### config.mk
export PLATFORM = sky130hd
export DESIGN_NAME = fetch_unit_flat
export DESIGN_NICKNAME = d
export VERILOG_FILES = /design/src/rtl/fetch_unit_if.sv /design/src/rtl/fetch_unit.sv /design/src/flat_wrapper.sv
export SDC_FILE = /design/constraint.sdc
export NUM_CORES = 1
export LEC_CHECK = 0
export ABC_AREA = 1
export ABC_CLOCK_PERIOD_IN_PS = 5000
export CORE_ASPECT_RATIO = 0.6
export CORE_MARGIN = 5
export CORE_UTILIZATION = 30
export DETAILED_ROUTE_END_ITERATION = 10
export GPL_TIMING_DRIVEN = 1
export PLACE_DENSITY = 0.58
export SLEW_MARGIN = 5
export SYNTH_ARGS = -nofsm -noshare
export SYNTH_HDL_FRONTEND = slang
export SYNTH_SLANG_ARGS = --single-unit
### constraint.sdc
create_clock -name clk -period 5 [get_ports clk]
set_input_delay 0.75 -clock clk [delete_from_list [all_inputs] [get_ports clk]]
set_output_delay 0.75 -clock clk [all_outputs]
set_load 0.005 [all_outputs]
### src/rtl/fetch_unit_if.sv
// Instruction-memory request/response bus between the fetch unit (master) and imem (slave).
// Request is held stable until imem_ready; the response is valid only in the cycle imem_ready is high.
`timescale 1ns/1ps
interface fetch_unit_if;
   logic        imem_req;
   logic [31:0] imem_addr;
   logic        imem_ready;
   logic [31:0] imem_rdata;

   modport master (output imem_req, output imem_addr, input imem_ready, input imem_rdata);
   modport slave  (input imem_req, input imem_addr, output imem_ready, output imem_rdata);
endinterface

### src/rtl/fetch_unit.sv
// IF stage: PC, imem request and IF/ID register; one cycle from imem_ready to IF_ID_valid.
// pc_write/IF_ID_write stalls park the returned word in a hold buffer and drop imem_req until released.
`timescale 1ns/1ps
module fetch_unit #(
   parameter logic [31:0] RESET_PC = 32'h0000_0000
) (
   input  logic               clk,
   input  logic               rstn,
   input  logic               pc_write,
   input  logic               IF_ID_write,
   input  logic               branch_taken,
   input  logic [31:0]        branch_target,
   fetch_unit_if.master       imem,
   output logic [31:0]        IF_ID_pc,
   output logic [31:0]        IF_ID_instr,
   output logic               IF_ID_valid,
   output logic               fetch_busy,
   output logic [15:0]        stall_count
);

   localparam logic [0:0] FETCH = 1'b0;
   localparam logic [0:0] HOLD  = 1'b1;

   logic [0:0]  state;
   logic [31:0] pc;
   logic [31:0] pc_inc;
   logic [31:0] target;
   logic [31:0] redirect_pc;
   logic        redirect_pending;
   logic [31:0] hold_buf;
   logic        advance;
   logic        unused_target_lsb;

   assign pc_inc            = pc + 32'd4;
   assign target            = {branch_target[31:2], 2'b00};
   assign unused_target_lsb = ^branch_target[1:0];
   assign advance           = pc_write & IF_ID_write;

   assign imem.imem_req  = (state == FETCH);
   assign imem.imem_addr = pc;
   assign fetch_busy     = (state == FETCH) & ~imem.imem_ready;

   always_ff @(posedge clk) begin
      if (!rstn) begin
         state            <= FETCH;
         pc               <= RESET_PC;
         redirect_pc      <= 32'd0;
         redirect_pending <= 1'b0;
         hold_buf         <= 32'd0;
         IF_ID_pc         <= 32'd0;
         IF_ID_instr      <= 32'd0;
         IF_ID_valid      <= 1'b0;
         stall_count      <= 16'd0;
      end else begin
         if (!pc_write && stall_count != 16'hFFFF)
            stall_count <= stall_count + 16'd1;

         case (state)
            FETCH: begin
               if (imem.imem_ready) begin
                  // A fresh branch outranks an older pending redirect: latest target wins.
                  if (branch_taken) begin
                     pc               <= target;
                     redirect_pending <= 1'b0;
                     IF_ID_valid      <= 1'b0;
                  end else if (redirect_pending) begin
                     pc               <= redirect_pc;
                     redirect_pending <= 1'b0;
                     if (IF_ID_write)
                        IF_ID_valid <= 1'b0;
                  end else if (advance) begin
                     IF_ID_pc    <= pc;
                     IF_ID_instr <= imem.imem_rdata;
                     IF_ID_valid <= 1'b1;
                     pc          <= pc_inc;
                  end else begin
                     hold_buf <= imem.imem_rdata;
                     state    <= HOLD;
                  end
               end else begin
                  // Address must stay put while the request is outstanding; park the redirect.
                  if (branch_taken) begin
                     redirect_pc      <= target;
                     redirect_pending <= 1'b1;
                     IF_ID_valid      <= 1'b0;
                  end else if (IF_ID_write) begin
                     IF_ID_valid <= 1'b0;
                  end
               end
            end
            HOLD: begin
               if (branch_taken) begin
                  pc          <= target;
                  IF_ID_valid <= 1'b0;
                  state       <= FETCH;
               end else if (advance) begin
                  IF_ID_pc    <= pc;
                  IF_ID_instr <= hold_buf;
                  IF_ID_valid <= 1'b1;
                  pc          <= pc_inc;
                  state       <= FETCH;
               end
            end
            default: state <= FETCH;
         endcase
      end
   end

endmodule
### src/flat_wrapper.sv
// flat-port wrapper written by rule: the top's interface ports become plain ports
module fetch_unit_flat 
#(
   parameter logic [31:0] RESET_PC = 32'h0000_0000
)
  (clk, rstn, pc_write, IF_ID_write, branch_taken, branch_target, IF_ID_pc, IF_ID_instr, IF_ID_valid, fetch_busy, stall_count, imem_imem_req, imem_imem_addr, imem_imem_ready, imem_imem_rdata);
  fetch_unit_if imem_i ();
  input  logic clk;
  input  logic rstn;
  input  logic pc_write;
  input  logic IF_ID_write;
  input  logic branch_taken;
  input  logic [31:0] branch_target;
  output logic [31:0] IF_ID_pc;
  output logic [31:0] IF_ID_instr;
  output logic IF_ID_valid;
  output logic fetch_busy;
  output logic [15:0] stall_count;
  output wire logic [$bits(imem_i.imem_req)-1:0] imem_imem_req;
  output wire logic [$bits(imem_i.imem_addr)-1:0] imem_imem_addr;
  input wire logic [$bits(imem_i.imem_ready)-1:0] imem_imem_ready;
  input wire logic [$bits(imem_i.imem_rdata)-1:0] imem_imem_rdata;
  assign imem_imem_req = imem_i.imem_req;
  assign imem_imem_addr = imem_i.imem_addr;
  assign imem_i.imem_ready = imem_imem_ready;
  assign imem_i.imem_rdata = imem_imem_rdata;
  fetch_unit #(.RESET_PC(RESET_PC)) u_core (.clk(clk), .rstn(rstn), .pc_write(pc_write), .IF_ID_write(IF_ID_write), .branch_taken(branch_taken), .branch_target(branch_target), .imem(imem_i), .IF_ID_pc(IF_ID_pc), .IF_ID_instr(IF_ID_instr), .IF_ID_valid(IF_ID_valid), .fetch_busy(fetch_busy), .stall_count(stall_count));
endmodule
# Yosys cells after proc, flatten, opt, wreduce, memory -nomap -nowiden

Cells that the tools add are included.

Input bits: 70
Flip-flop bits (word level): 177

Equality and inequality tests: 7
Bitwise operators: 7
Muxes and demuxes: 35
Reductions and logical operators: 8
Add/subtract/negate cells: 2

Operators by type and width:

| kind                                                            | count |
|---|---|
| 32-bit 2-to-1 mux                                               | 16 |
| 32-bit case mux with 2 select lines                             | 3 |
| 32-bit by 3-bit adder with 32-bit output, second input constant | 1 |
| 16-bit by 1-bit adder with 16-bit output, second input constant | 1 |
| 16-bit != test, second input constant                           | 1 |
| 1-bit 2-to-1 mux                                                | 14 |
| 2-bit != test, second input constant                            | 4 |
| 6-bit AND reduction                                             | 1 |
| 1-bit NOT                                                       | 5 |
| 5-bit AND reduction                                             | 1 |
| 2-bit by 1-bit != test with 1-bit output, second input constant | 2 |
| 1-bit case mux with 2 select lines                              | 2 |
| 4-bit AND reduction                                             | 1 |
| 3-bit AND reduction                                             | 1 |
| 1-bit AND                                                       | 2 |
| 2-bit AND reduction                                             | 1 |
| 2-bit nonzero test                                              | 1 |
| 1-bit logical AND                                               | 1 |
| 1-bit logical NOT                                               | 1 |

# Longest topological paths before layout

Depth after elaboration: 6
Gate-level depth with buffers: 13

# Worst setup path before layout

Ideal clock, no wire load.

Kind: in2out
From: in imem_imem_ready
To: out fetch_busy
Stages on the path: 2
Setup slack: 3.064 ns
Data required time: 4.250 ns
Arrival: 1.186 ns
Buffers on the path: 1
Path through: nor2_2 clkbuf_1

Word-level cells in the longest chain between the ends: 2

RTL lines:

| element     | line               | RTL |
|---|---|---|
| from (decl) | flat_wrapper.sv:21 | `input wire logic [$bits(imem_i.imem_ready)-1:0] imem_imem_ready;` |
| 1-bit NOT   | fetch_unit.sv:41   | `assign fetch_busy = (state == FETCH) & ~imem.imem_ready;` |
| 1-bit AND   | fetch_unit.sv:41   |  |
| to (decl)   | flat_wrapper.sv:17 | `output logic fetch_busy;` |

Every way passes these cells.

# Final worst setup path

Ends and elaborated chain as after synthesis.

==> results.yml <==
die:
  die-area_mm2: 0.03034
  core_area_mm2: 0.02642
  start_util_pct: 30.50
  num_rows: 46
  die_h_um: 136.9
  ios: 185
  die_w_um: 221.6
final_layout:
  diodes: 0
  fillers: 2699
  finalNetCount: 1348
  register_area_mm2: 0.003463
  drive_gt1_share_pct: 6.749
  layoutNonFillerInstCount: 1649
  final_core_util_pct: 40.22
  multi_input_area_mm2: 0.003926
  area_growth_pct: 31.86
setup_path:
  slowest_delay_ns: 0.57
  critPathBufInv: 3
  end_kind: "output port"
  worst_setup_path_start_kind: "input pin"
  crit_chain: "clkdlybuf4s50_1, nor2_2, buf_4, clkdlybuf4s50_1"
  cp_slowest_cell: "clkdlybuf4s50_1"
  path_common_cell: "clkdlybuf4s50_1"
  required_ns: 4.25
  crit_family: "buffers and inverters"
  cp_max_fo: 22
  worstSetupPathType: "in -> out"
  arrival_ns: 2.60
placed_design:
  dpl.hpwl_um: 19910
  io_buffers: 178
  dp.cells: 1617
  globalplace.congestion: 0.8676
timing:
  tns_ns: 0
  period_minus_slack_ns: 3.349
  hold_viol: 0
  setup_violations: 0
  skew_ns: 0.008949
  fmax_ghz: 0.2986
  period_share_pct: 66.97
  slew_headroom_pct: 34.12
  tightest_slew_ns: 0.9871
  hold_ws_ns: 0.4508
  rsz0062_at_grt: "false"
  slew_viol_final: 0
synthesis:
  yosys-top-cells-area: "dfxtp_1, nand2_1, o21ai_0"
  synth_seq_cells: 173
  yosysTopAreaCell: "dfxtp_1"
  synth_common_cells: "nand2_1, dfxtp_1, nor2_1"
  ys.flop_type: "dfxtp_1"
  synth_edf_count: 0
  yosysWarnings: 0
  synth_top_area_share_pct: 42.98
  ys_types: 44
  synth_seq_area_share_pct: 42.98
  netlist_area_mm2: 0.008058
  postSynthAreaPerCell_um2: 7.093
  synthCells: 1136
  async_flop_share_pct: 0
  synth_most_common_cell: "nand2_1"
cts:
  cts_buffer_depth: 2
  cts_hold_buffers: 0
  cts.sinks: 173
  clkLatencyLatePin_ns: 0.44
  tritoncts: "built"
  path_clk_slew_ns: 0.07
  cts_setup_buffers: 0
  htreeDepth: 4
  cts_root_buf: "clkbuf_16"
  cts_buffers: 17
  cts_resized: 0
detailed_routing:
  wire_per_inst_um: 17.09
  viasPerCell: 4.919
  drc: 0
  drt-initial-drc-count: 696
  antenna_left: 0
  routed_wirelength_um: 28180
  num_vias: 8112
  firstDrtPassIters: 5
power_and_ir_drop:
  peakVddDrop_mv: 0.2150
  p_leak_nw: 4.117
  p_clk_share_pct: 40.8
  internal_power_mw: 2.426
  swShare_pct: 26.85
  p_comb_share_pct: 13.1
  powerDensity_mw_per_mm2: 312.1
  p_sw_uw: 890.4
  seqPwrFrac_pct: 46.1
global_routing:
  grt_pass1_wl_um: 44390
  antenna_found_initial: 1
  grt_max_degree: 101
  grt_pass1_vias: 7550
  grtUsageTotal_pct: 18.54
  grt-ovfl-total: 0
run_status:
  status: "finished clean"
min_path:
  hold_path_class: "reg -> reg"
run:
  maxCapViolations: 0
-- metrics by stage --
| step | setup slack (ns) | cell area [µm²] | power [mW] |
|---|---|---|---|
| after floorplan | 3.064 | 8069 | 1.753 |
| after detailed placement | 1.406 | 10040 | 1.990 |
| final | 1.651 | 10630 | 3.316 |
| after global placement | 1.447 | 10040 | 1.984 |
| after global routing | 1.592 | 10630 | 3.471 |
| after CTS | 1.656 | 10630 | 3.353 |
-- worst min-delay path: stages, from the launching register on --
cell and delay, ns:
dfxtp_1 0.30, inv_1 0.05, a21oi_1 0.05
-- cell usage in the layout (no fill, tap or decap), types with 11 or more instances in the layout --
master / netlist / layout
nand2_1: 224 / 224
dfxtp_1: 173 / 173
o211ai_1: 11 / 11
clkdlybuf4s50_1: 0 / 177
xor2_1: 16 / 16
buf_4: 10 / 14
nor3_1: 11 / 11
nand3_1: 27 / 27
clkbuf_16: 0 / 17
a31oi_1: 33 / 33
inv_1: 70 / 69
a21oi_1: 96 / 96
o21ai_0: 155 / 155
nor2_1: 158 / 158
-- metal layers --
layer | global-route usage (%) | wire length (µm) | up-vias
met5 | 0 | 13 | -
met4 | 4.242 | 312 | 2
met2 | 25.40 | 11290 | 241
met3 | 5.445 | 2230 | 18
met1 | 28.27 | 14330 | 3817
li1 | - | - | 4034
-- flip-flops by register name, summed over array words and instances, names as in the netlist --
signal                   flops
u_core.IF_ID_instr          32
u_core.hold_buf             32
u_core.IF_ID_pc             30
u_core.imem.imem_addr       30
u_core.redirect_pc          30
u_core.stall_count          16
u_core.IF_ID_valid           1
u_core.redirect_pending      1
u_core.state                 1
-- cell type report --
cell class	instances	share of cell area, %
clock buffers	23	4.498
clock inverters	9	1.036
inverters	80	2.826
multi-input cells	812	36.95
flip-flops and latches	173	32.60
well taps	360	4.239
repair buffers	192	17.85
-- kinds of logic (layout without fill, tap and decap cells) --
kind of cell	count (synthesis)	after routing	share of synthesized area [%]
flip-flops	173	173	42.98
AND/OR/NAND/NOR	467	467	24.88
AO/OA/AOI/OAI	317	317	20.96
XOR/XNOR	22	22	2.391
buffers and inverters	154	304	8.431
other	1	4	0.04654
adder cells (fa/ha/maj)	2	2	0.3105
-- power groups by stage --
stage	combinational (mW)	sequential, mW	clock [mW]
after floorplan	0.221	1.53	0
after global placement	0.427	1.56	0
after detailed placement	0.433	1.56	0
after CTS	0.435	1.53	1.39
after global routing	0.483	1.54	1.45
final	0.435	1.53	1.35
-- path summary, 6_finish.rpt --
path	startpoint	endpoint	slack (ns)	cells after the start
setup / recovery	imem_imem_ready	fetch_busy	1.65	4
hold / removal	u_core.redirect_pc[28]$_SDFFE_PN0P_	u_core.redirect_pc[28]$_SDFFE_PN0P_	0.45	2
setup reg to reg	u_core.state$_SDFF_PN0_	u_core.redirect_pc[24]$_SDFFE_PN0P_	2.06	8
hold reg to reg	u_core.redirect_pc[28]$_SDFFE_PN0P_	u_core.redirect_pc[28]$_SDFFE_PN0P_	0.45	2
(Power assumes the default switching activity.)
